<file path="config.mk">
export PLATFORM = sky130hd
export DESIGN_NAME = voice_mixer_i2s_tx
export DESIGN_NICKNAME = d
export VERILOG_FILES = /design/src/rtl/voice_mixer_i2s_tx_pkg.sv /design/src/rtl/voice_mixer_i2s_tx_sample_fifo.sv /design/src/rtl/voice_mixer_i2s_tx.sv
export SDC_FILE = /design/constraint.sdc
export NUM_CORES = 1
export LEC_CHECK = 0
export CELL_PAD_IN_SITES_DETAIL_PLACEMENT = 0
export CELL_PAD_IN_SITES_GLOBAL_PLACEMENT = 1
export CORE_ASPECT_RATIO = 2
export CORE_MARGIN = 4
export CORE_UTILIZATION = 55
export CTS_BUF_LIST = sky130_fd_sc_hd__clkbuf_16
export DETAILED_ROUTE_END_ITERATION = 8
export HOLD_SLACK_MARGIN = 0.03
export PLACE_DENSITY = 0.83
export SLEW_MARGIN = 10
export SYNTH_ARGS = -nofsm -noshare
export SYNTH_HDL_FRONTEND = slang
export SYNTH_SLANG_ARGS = --single-unit
</file>
<file path="constraint.sdc">
create_clock -name i_Clock -period 6.7 [get_ports i_Clock]
set_input_delay 0.67 -clock i_Clock [delete_from_list [all_inputs] [get_ports i_Clock]]
set_output_delay 0.67 -clock i_Clock [all_outputs]
set_load 0.02 [all_outputs]
</file>
<file path="src/rtl/voice_mixer_i2s_tx_pkg.sv">
// Shared types and helpers for the voice mixer / I2S transmitter.
package voice_mixer_i2s_tx_pkg;

    localparam int SAMPLE_W       = 16;
    localparam int I2S_FRAME_BITS = 32;

    typedef logic signed [SAMPLE_W-1:0] sample_t;

    // Clamp a wide signed value into the signed 16-bit sample range.
    function automatic sample_t sat16(input logic signed [31:0] value);
        if (value > 32'sd32767) begin
            return 16'sh7FFF;
        end else if (value < -32'sd32768) begin
            return 16'sh8000;
        end else begin
            return value[SAMPLE_W-1:0];
        end
    endfunction

endpackage

</file>
<file path="src/rtl/voice_mixer_i2s_tx_sample_fifo.sv">
// Synchronous sample FIFO with occupancy output.
// A pop frees its slot in the same cycle, so push+pop on a full FIFO both succeed.
module voice_mixer_i2s_tx_sample_fifo #(
    parameter int DEPTH = 4,
    parameter int WIDTH = 16
) (
    input  logic                     clk,
    input  logic                     rst_n,
    input  logic                     push,
    input  logic [WIDTH-1:0]         push_data,
    input  logic                     pop,
    output logic [WIDTH-1:0]         pop_data,
    output logic [$clog2(DEPTH):0]   level,
    output logic                     full,
    output logic                     empty
);

    localparam int PTR_W = (DEPTH > 1) ? $clog2(DEPTH) : 1;
    localparam int LVL_W = $clog2(DEPTH) + 1;

    logic [WIDTH-1:0] mem [DEPTH];
    logic [PTR_W-1:0] wr_ptr;
    logic [PTR_W-1:0] rd_ptr;
    logic             pop_fire;
    logic             push_fire;

    assign full      = (level == LVL_W'(DEPTH));
    assign empty     = (level == '0);
    assign pop_fire  = pop && !empty;
    assign push_fire = push && (!full || pop_fire);
    assign pop_data  = mem[rd_ptr];

    // Sample storage written on an accepted push.
    // NOTE: the array has no reset; level decides which entries are meaningful.
    always_ff @(posedge clk) begin
        if (push_fire) begin
            mem[wr_ptr] <= push_data;
        end
    end

    // Pointer and occupancy bookkeeping.
    // NOTE: state registers use non-blocking assignments so every flop samples pre-edge values.
    always_ff @(posedge clk or negedge rst_n) begin
        if (!rst_n) begin
            wr_ptr <= '0;
            rd_ptr <= '0;
            level  <= '0;
        end else begin
            if (push_fire) begin
                wr_ptr <= (wr_ptr == PTR_W'(DEPTH - 1)) ? '0 : wr_ptr + 1'b1;
            end
            if (pop_fire) begin
                rd_ptr <= (rd_ptr == PTR_W'(DEPTH - 1)) ? '0 : rd_ptr + 1'b1;
            end
            case ({push_fire, pop_fire})
                2'b10:   level <= level + 1'b1;
                2'b01:   level <= level - 1'b1;
                default: level <= level;
            endcase
        end
    end

endmodule

</file>
<file path="src/rtl/voice_mixer_i2s_tx.sv">
// Mixes per-voice subsamples into one mono sample per frame, buffers the
// result and streams it to an I2S DAC on both channels.
module voice_mixer_i2s_tx
    import voice_mixer_i2s_tx_pkg::*;
#(
    parameter int NUM_VOICES   = 16,
    parameter int OUTPUT_SHIFT = 2,
    parameter int FIFO_DEPTH   = 4,
    parameter int BCLK_DIV     = 8
) (
    input  logic                          i_Clock,
    input  logic                          i_Reset_n,
    input  logic [SAMPLE_W-1:0]           i_Subsample,
    input  logic                          i_SubsampleValid,
    input  logic                          i_SampleValid,
    input  logic                          i_ClearStatus,
    output logic                          o_Bclk,
    output logic                          o_Lrclk,
    output logic                          o_Sdata,
    output logic                          o_Overflow,
    output logic                          o_Underflow,
    output logic [$clog2(FIFO_DEPTH):0]   o_FifoLevel
);

    localparam int ACC_W = SAMPLE_W + $clog2(NUM_VOICES);
    localparam int DIV_W = (BCLK_DIV > 1) ? $clog2(BCLK_DIV) : 1;
    localparam int BIT_W = $clog2(I2S_FRAME_BITS);
    localparam int SEL_W = $clog2(SAMPLE_W);

    // Accumulator and mixed-sample path.
    logic signed [ACC_W-1:0] acc;
    logic signed [ACC_W-1:0] sum;
    logic signed [ACC_W-1:0] shifted;
    sample_t                 mixed;
    logic                    push;
    sample_t                 push_data;

    // Serialiser state.
    logic [DIV_W-1:0]        div_cnt;
    logic                    div_done;
    logic                    bclk_fall;
    logic [BIT_W-1:0]        bit_idx;
    logic [BIT_W-1:0]        next_bit;
    logic [SEL_W-1:0]        sel;
    sample_t                 frame;

    // FIFO interface.
    logic                    pop;
    logic                    pop_ok;
    logic                    fifo_full;
    logic                    fifo_empty;
    logic [SAMPLE_W-1:0]     fifo_head;

    // Running sum with the incoming subsample, then scale and clamp to 16 bits.
    // NOTE: every always_comb output gets a value on every path, so no latch is inferred.
    always_comb begin
        sum     = acc + {{(ACC_W - SAMPLE_W){i_Subsample[SAMPLE_W-1]}}, i_Subsample};
        shifted = sum >>> OUTPUT_SHIFT;
        mixed   = sat16({{(32 - ACC_W){shifted[ACC_W-1]}}, shifted});
    end

    // Accumulate subsamples; on frame end hand the mixed sample to the FIFO next cycle.
    always_ff @(posedge i_Clock or negedge i_Reset_n) begin
        if (!i_Reset_n) begin
            acc       <= '0;
            push      <= 1'b0;
            push_data <= '0;
        end else begin
            push <= i_SubsampleValid && i_SampleValid;
            if (i_SubsampleValid) begin
                if (i_SampleValid) begin
                    acc       <= '0;
                    push_data <= mixed;
                end else begin
                    acc <= sum;
                end
            end
        end
    end

    voice_mixer_i2s_tx_sample_fifo #(
        .DEPTH (FIFO_DEPTH),
        .WIDTH (SAMPLE_W)
    ) u_fifo (
        .clk       (i_Clock),
        .rst_n     (i_Reset_n),
        .push      (push),
        .push_data (push_data),
        .pop       (pop),
        .pop_data  (fifo_head),
        .level     (o_FifoLevel),
        .full      (fifo_full),
        .empty     (fifo_empty)
    );

    // Frame of 32 bits: the 5-bit index wraps 31 -> 0 on its own.
    // Bit b carries frame bit (16 - b) mod 16, which also gives the previous
    // frame's LSB at b = 0 because the frame register updates on that same edge.
    assign div_done  = (div_cnt == DIV_W'(BCLK_DIV - 1));
    assign bclk_fall = div_done && o_Bclk;
    assign next_bit  = bit_idx + 1'b1;
    assign sel       = SEL_W'(I2S_FRAME_BITS / 2 - int'(next_bit));
    assign pop       = bclk_fall && (next_bit == '0);
    assign pop_ok    = pop && !fifo_empty;

    // Bit-clock divider, word select and serial data, all stepped on BCLK falling edges.
    always_ff @(posedge i_Clock or negedge i_Reset_n) begin
        if (!i_Reset_n) begin
            div_cnt <= '0;
            o_Bclk  <= 1'b0;
            bit_idx <= BIT_W'(I2S_FRAME_BITS - 1);
            o_Lrclk <= 1'b0;
            o_Sdata <= 1'b0;
            frame   <= '0;
        end else begin
            if (div_done) begin
                div_cnt <= '0;
                o_Bclk  <= ~o_Bclk;
            end else begin
                div_cnt <= div_cnt + 1'b1;
            end
            if (bclk_fall) begin
                bit_idx <= next_bit;
                o_Lrclk <= (next_bit >= BIT_W'(I2S_FRAME_BITS / 2));
                o_Sdata <= frame[sel];
            end
            if (pop_ok) begin
                frame <= fifo_head;
            end
        end
    end

    // Sticky status flags; a new event in the clear cycle keeps the flag set.
    always_ff @(posedge i_Clock or negedge i_Reset_n) begin
        if (!i_Reset_n) begin
            o_Overflow  <= 1'b0;
            o_Underflow <= 1'b0;
        end else begin
            if (push && fifo_full && !pop_ok) begin
                o_Overflow <= 1'b1;
            end else if (i_ClearStatus) begin
                o_Overflow <= 1'b0;
            end
            if (pop && fifo_empty) begin
                o_Underflow <= 1'b1;
            end else if (i_ClearStatus) begin
                o_Underflow <= 1'b0;
            end
        end
    end

endmodule

</file>
=== Word-level counts from Yosys, hierarchy flattened ===
Memory sizes are Yosys's and may differ from the RTL's. A register that Yosys moved wholly into a read port is not among the register bits.
Cells that the tools add are included.

* Bits in registers: 57
* Bits in latches: 0
* Bits in writable memories: 64
* Bits in read-only memories: 0
* Input bits: 21
* Output and inout bits: 8
* Logic and storage cells: 66
* Memories: 1

{| class="wikitable"
|+ Memories
! name !! depth !! width !! rd ports !! clocked after Yosys merged registers in !! write ports !! line !! source
|-
| u_fifo.mem || 4 || 16 || 1 || 1 || 1 || voice_mixer_i2s_tx_sample_fifo.sv:21 || <nowiki>logic [WIDTH-1:0] mem [DEPTH];</nowiki>
|}

* Add/subtract/negate cells: 8
* $mul: 0
* Divide/modulo/power cells: 0
* Order comparisons: 4
* Equal/unequal tests: 6
* Shifts and indexed selects: 0
* Mux-type cells: 14
* Bitwise logic cells: 1
* Reductions and logical operators: 19

{| class="wikitable"
|+ Operators by type and width
! cell !! number
|-
| $mux 16 || 2
|-
| $add 20x20->20 || 1
|-
| $mux 20 || 1
|-
| $gt 18x16->1 const B || 1
|-
| $lt 18x16->1 const B || 1
|-
| $logic_and 1x1->1 || 8
|-
| $add 3x1->3 const B || 2
|-
| $eq 2x2->1 const B || 3
|-
| $eq 3x3->1 const B || 2
|-
| $mux 1 || 6
|-
| $pmux 3 s2 || 1
|-
| $reduce_bool 2->1 || 3
|-
| $add 5x1->5 const B || 1
|-
| $ge 5x5->1 const B || 1
|-
| $logic_not 5->1 || 1
|-
| $lt 4x5->1 const B || 1
|-
| $add 2x1->2 const B || 2
|-
| $bmux 1 s4 || 1
|-
| $logic_not 1->1 || 4
|-
| $mux 2 || 2
|-
| $sub 1x4->4 const A || 1
|-
| $logic_not 3->1 || 1
|-
| $mux 3 || 1
|-
| $sub 3x1->3 const B || 1
|-
| other kinds (4) || 4
|}

=== Longest topological paths before layout ===
* Depth in word-level cells: 8
* Mapped depth: 13

=== Hierarchy ===
From an unflattened synthesis, not the netlist that was laid out.

* Cells, all modules: 503
* Area total of the unflattened synthesis: 6693.9 µm²

{| class="wikitable"
|+ By module, submodules not included
! module !! instances !! cells each !! area an instance (µm²)
|-
| voice_mixer_i2s_tx || 1 || 369 || 3838.7
|-
| voice_mixer_i2s_tx_sample_fifo || 1 || 134 || 2855.2
|}

=== Worst setup path after synthesis ===
OpenSTA, ideal clock, no wires.

* Path kind: in2reg
* Start: in i_Subsample[0]
* End: reg push_data[12]
* Library setup time: 123 ps
* Arrival time: 2926 ps
* Required time: 6577 ps
* Path slack: 3651 ps
* Stages: 11
* Path through: ha_1 fa_1 a21oi_1 o22ai_1 o2111ai_2 o211ai_2 o31ai_4 xor2_2 buf_4 a31oi_1 o221a_1

* Word-level cells in the longest chain between the ends: 4
* Elaborated cells on any way between the ends: 5

{| class="wikitable"
|+ RTL lines
! item !! line !! source
|-
| from (decl) || voice_mixer_i2s_tx.sv:13 || <nowiki>input logic [SAMPLE_W-1:0] i_Subsample,</nowiki>
|-
| $add 20x20->20 * || voice_mixer_i2s_tx.sv:57 || <nowiki>sum = acc + {{(ACC_W - SAMPLE_W){i_Subsample[SAMPLE_W-1]}}, i_Subsample};</nowiki>
|-
| $lt 18x16->1 || voice_mixer_i2s_tx_pkg.sv:13 || <nowiki>end else if (value < -32'sd32768) begin</nowiki>
|-
| $mux 16 || voice_mixer_i2s_tx_pkg.sv:13 ||
|-
| $mux 16 * || voice_mixer_i2s_tx_pkg.sv:11 || <nowiki>if (value > 32'sd32767) begin</nowiki>
|-
| to (signal assigned) || voice_mixer_i2s_tx.sv:73 || <nowiki>push_data <= mixed;</nowiki>
|-
| to (decl) || voice_mixer_i2s_tx.sv:36 || <nowiki>sample_t push_data;</nowiki>
|}

Every way passes the cells marked *; elsewhere a longest branch is shown, timed or not.
A chain may end at the register's enable or synchronous reset.

=== Worst setup path after layout ===
* Start: in i_Subsample[0]
* End: reg push_data[7]

Same word-level chain as after synthesis.

==> insert_results.sql <==
INSERT INTO impl_metrics (metric_group, metric, value, unit) VALUES
('logic_synthesis', 'synth.largest_area_cell', 'sky130_fd_sc_hd__edfxtp_1', ''),
('sta', 'worst_slew_pin_slew', '0.968', 'ns'),
('min_path', 'hp-class', 'input port to asynchronous set/reset pin', ''),
('place', 'port-buffer-count', '28', ''),
('global_routing', 'globalRouteTotalUtil', '0.208', ''),
('worst_setup_path', 'cp.required', '6.99', 'ns'),
('worst_setup_path', 'critical-path-slowest-cell', 'sky130_fd_sc_hd__xor2_2', ''),
('worst_setup_path', 'max_stage_delay', '0.76', 'ns'),
('logic_synthesis', 'synth_async_sr_flop_share', '0.533', ''),
('power_and_ir_drop', 'power.static_leakage', '2.98', 'nW'),
('power_and_ir_drop', 'cellPowerDensity', '403', 'mW/mm2'),
('worst_setup_path', 'critPathLaunchType', 'input port', ''),
('drt', 'detail_route.iter0.violations', '183', ''),
('die', 'dieWidth', '85.0', 'um'),
('cells_and_area', 'drive_above_1_share', '0.159', ''),
('cells_and_area', 'num_antenna_cells', '0', ''),
('drt', 'detail_route.wl_per_cell', '19.7', 'um'),
('logic_synthesis', 'synth_nets', '521', ''),
('cells_and_area', 'nets', '549', ''),
('die', 'start_util', '0.558', ''),
('cells_and_area', 'regArea', '0.00376', 'mm2'),
('logic_synthesis', 'number_of_library_cell_types_mapped_by_synthesis', '57', ''),
('sta', 'finalHoldWorstSlack', '0.413', 'ns'),
('drt', 'via_per_inst', '5.99', ''),
('worst_setup_path', 'timing.critical_path.fanout_max', '21', ''),
('worst_setup_path', 'cp_data_arrival_time', '4.16', 'ns'),
('clocking', 'cts_hold_repair.buffers', '0', ''),
('die', 'design.portCount', '29', ''),
('die', 'core_region_area', '0.0117', 'mm2'),
('place', 'place_worst_setup_slack', '2.41', 'ns'),
('clocking', 'cts_inserted_buffers', '17', ''),
('die', 'fp.dieArea', '0.0138', 'mm2'),
('clocking', 'buffer_type_at_the_clock_tree_root', 'sky130_fd_sc_hd__clkbuf_16', ''),
('sta', 'fmaxAchievable', '258', 'MHz'),
('logic_synthesis', 'synth-seq-area-share', '0.575', ''),
('place', 'dp_hpwl', '9.02', 'mm'),
('drt', 'detail-route-antenna-nets', '0', ''),
('clocking', 'cts_buffer_depth', '2', ''),
('global_routing', 'largest_net_degree_at_the_start_of_global_routing', '74', ''),
('flow_run', 'maxCapViolations', '0', ''),
('sta', 'grt_setup_unrepaired', 'no', ''),
('logic_synthesis', 'syn_avg_cell_area', '13.9', 'um2'),
('place', 'gp_congestion', '0.843', ''),
('global_routing', 'first_global_vias', '4376', ''),
('cells_and_area', 'multi_input_area', '0.00256', 'mm2'),
('logic_synthesis', 'synth_top_cell_area_share', '0.294', ''),
('clocking', 'path_clk_slew', '0.06', 'ns'),
('cells_and_area', 'flow.area_growth_from_synthesis', '14.5', '%'),
('sta', 'final_slew_violations', '0', ''),
('power_and_ir_drop', 'p_total', '3.01', 'mW'),
('sta', 'setup-tns-final', '0', 'ns'),
('clocking', 'h_tree_depth', '4', ''),
('die', 'die_height', '162', 'um'),
('logic_synthesis', 'synth_top_flop_cell', 'sky130_fd_sc_hd__dfrtp_1', ''),
('clocking', 'post-cts-setup-buffer-count', '0', ''),
('logic_synthesis', 'synthesis.area', '0.00653', 'mm2'),
('clocking', 'insertion_delay', '0.41', 'ns'),
('worst_setup_path', 'worstPathCellList', 'clkdlybuf4s50_1 -> ha_1 -> fa_1 -> a21oi_1 -> o22ai_1 -> o2111ai_2 -> o211ai_2 -> o31ai_4 -> xor2_2 -> a22oi_4 -> o221a_1', ''),
('status', 'run_status', 'finished clean', ''),
('sta', 'finalCritPeriodShare', '0.578', ''),
('drt', 'routed-via-count', '3931', ''),
('logic_synthesis', 'biggest_area_contributors_in_the_synthesized_netlist', 'sky130_fd_sc_hd__edfxtp_1, sky130_fd_sc_hd__dfrtp_1, sky130_fd_sc_hd__mux4_2', ''),
('power_and_ir_drop', 'ir_worst_vdd', '241', 'uV'),
('global_routing', 'wire_length_of_the_first_global_routing_pass', '21.9', 'mm'),
('drt', 'routed_wl', '12.9', 'mm'),
('global_routing', 'grt_antenna_before_repair', '0', ''),
('logic_synthesis', 'syn_inst', '470', ''),
('clocking', 'tritoncts', 'yes', ''),
('logic_synthesis', 'yosys_register_bits', '137', ''),
('sta', 'finalWorstSetupSlack', '2.83', 'ns'),
('global_routing', 'grt_overflow', '0', '');
critical path: cells and delay by family:
| family | cells | cell delay [ns] |
|---|---|---|
| adder cells (fa/ha/maj) | 2 | 0.63 |
| buffers and inverters | 1 | 0.41 |
| XOR/XNOR | 1 | 0.76 |
| AO/OA/AOI/OAI | 7 | 1.68 |
through the flow:
stage	instances	cell area, um2	util
2_1_floorplan	470	6530	-
6_report	656	7470	0.638
4_1_cts	656	7470	0.638
3_3_place_gp	624	6910	0.590
3_5_place_dp	624	6910	0.590
5_1_grt	656	7470	0.638
synthesized netlist by cell type (all sizes together), types with 4 or more instances:
master,n
dfstp,5
and3,4
a31oi,14
nand2,13
nand3,13
mux4,21
xnor2,11
a21oi,16
o211ai,5
nor2,19
dfrtp,68
xor2,18
nand2b,7
mux2,20
o221a,14
edfxtp,64
o21bai,5
o22ai,19
buf,7
clkbuf,13
nor3,6
a21o,5
o21ai,9
nand4,6
inv,34
ha,28
flip-flops by register name, summed over array words and instances, names as in the netlist, 2 cells and up:
name           flops
u_fifo.mem        64
acc               20
frame             16
push_data         16
bit_idx            5
div_cnt            3
u_fifo.level       3
u_fifo.rd_ptr      2
u_fifo.wr_ptr      2
cell type report:
class / instances / share of cell area
clock inverters: 15 / 0.0183
multi-input cells: 279 / 0.342
inverters: 34 / 0.0171
repair buffers: 29 / 0.0382
well taps: 145 / 0.0243
clock buffers: 17 / 0.0570
flip-flops and latches: 137 / 0.503
per-layer routing:
| layer | vias up | GRT usage | part of all wire |
|---|---|---|---|
| li1 | 1838 | - | - |
| met1 | 1991 | 0.220 | 0.35 |
| met2 | 70 | 0.383 | 0.59 |
| met3 | 32 | 0.0426 | 0.024 |
| met4 | 0 | 0.0987 | 0.035 |
| met5 | - | 0 | 0 |
report_power, final:
| group | total, mW | internal, mW | switching (mW) | leakage [nW] |
|---|---|---|---|---|
| sequential | 1.23 | 1.10 | 0.124 | 1.50 |
| clock | 0.886 | 0.541 | 0.345 | 0.275 |
| combinational | 0.895 | 0.365 | 0.530 | 1.20 |
| total | 3.01 | 2.01 | 0.999 | 2.98 |
cells by family after synthesis:
logic type / after synthesis / synth area share
compound gates: 100 / 0.119
xor+xnor: 29 / 0.0441
fa+ha+maj: 30 / 0.0598
buf+inv: 54 / 0.0328
flops: 137 / 0.575
mux: 42 / 0.109
simple gates: 78 / 0.0604
final timing paths:
check | from | to | slack [ns] | depth (start not counted)
min in group i_Clock | div_cnt[0] | div_cnt[0] | 0.42 | 1
hold reg to reg | div_cnt[0] | div_cnt[0] | 0.42 | 1
setup / recovery | i_Subsample[0] | push_data[7] | 2.83 | 11
max in group asynchronous | i_Reset_n | u_fifo.rd_ptr[0] | 5.61 | 1
setup reg to reg | acc[0] | push_data[7] | 3.14 | 10
hold / removal | i_Reset_n | frame[2] | 0.41 | 1
cells in the final DEF (no fill, tap or decap), types with 3 or more instances in the layout:
cell                               n
sky130_fd_sc_hd__dfrtp_1          67
sky130_fd_sc_hd__edfxtp_1         64
sky130_fd_sc_hd__inv_1            35
sky130_fd_sc_hd__ha_1             28
sky130_fd_sc_hd__clkdlybuf4s50_1  27
sky130_fd_sc_hd__mux4_2           21
sky130_fd_sc_hd__o22ai_1          19
sky130_fd_sc_hd__nor2_1           18
sky130_fd_sc_hd__clkbuf_16        17
sky130_fd_sc_hd__xor2_1           16
sky130_fd_sc_hd__a21oi_1          14
sky130_fd_sc_hd__a31oi_1          14
sky130_fd_sc_hd__o221a_1          14
sky130_fd_sc_hd__nand2_1          13
sky130_fd_sc_hd__nand3_1          13
sky130_fd_sc_hd__xnor2_1          10
sky130_fd_sc_hd__mux2_1           10
sky130_fd_sc_hd__mux2_2           10
sky130_fd_sc_hd__nand2b_1          7
sky130_fd_sc_hd__nand4_1           6
sky130_fd_sc_hd__nor3_1            6
sky130_fd_sc_hd__a21o_1            5
sky130_fd_sc_hd__o21bai_1          5
sky130_fd_sc_hd__o21ai_0           5
sky130_fd_sc_hd__dfstp_2           5
sky130_fd_sc_hd__clkinv_2          5
sky130_fd_sc_hd__and3_1            4
sky130_fd_sc_hd__o21ai_1           4
sky130_fd_sc_hd__o211ai_1          3
sky130_fd_sc_hd__clkinvlp_4        3
Power figures use the tool's default switching activity.
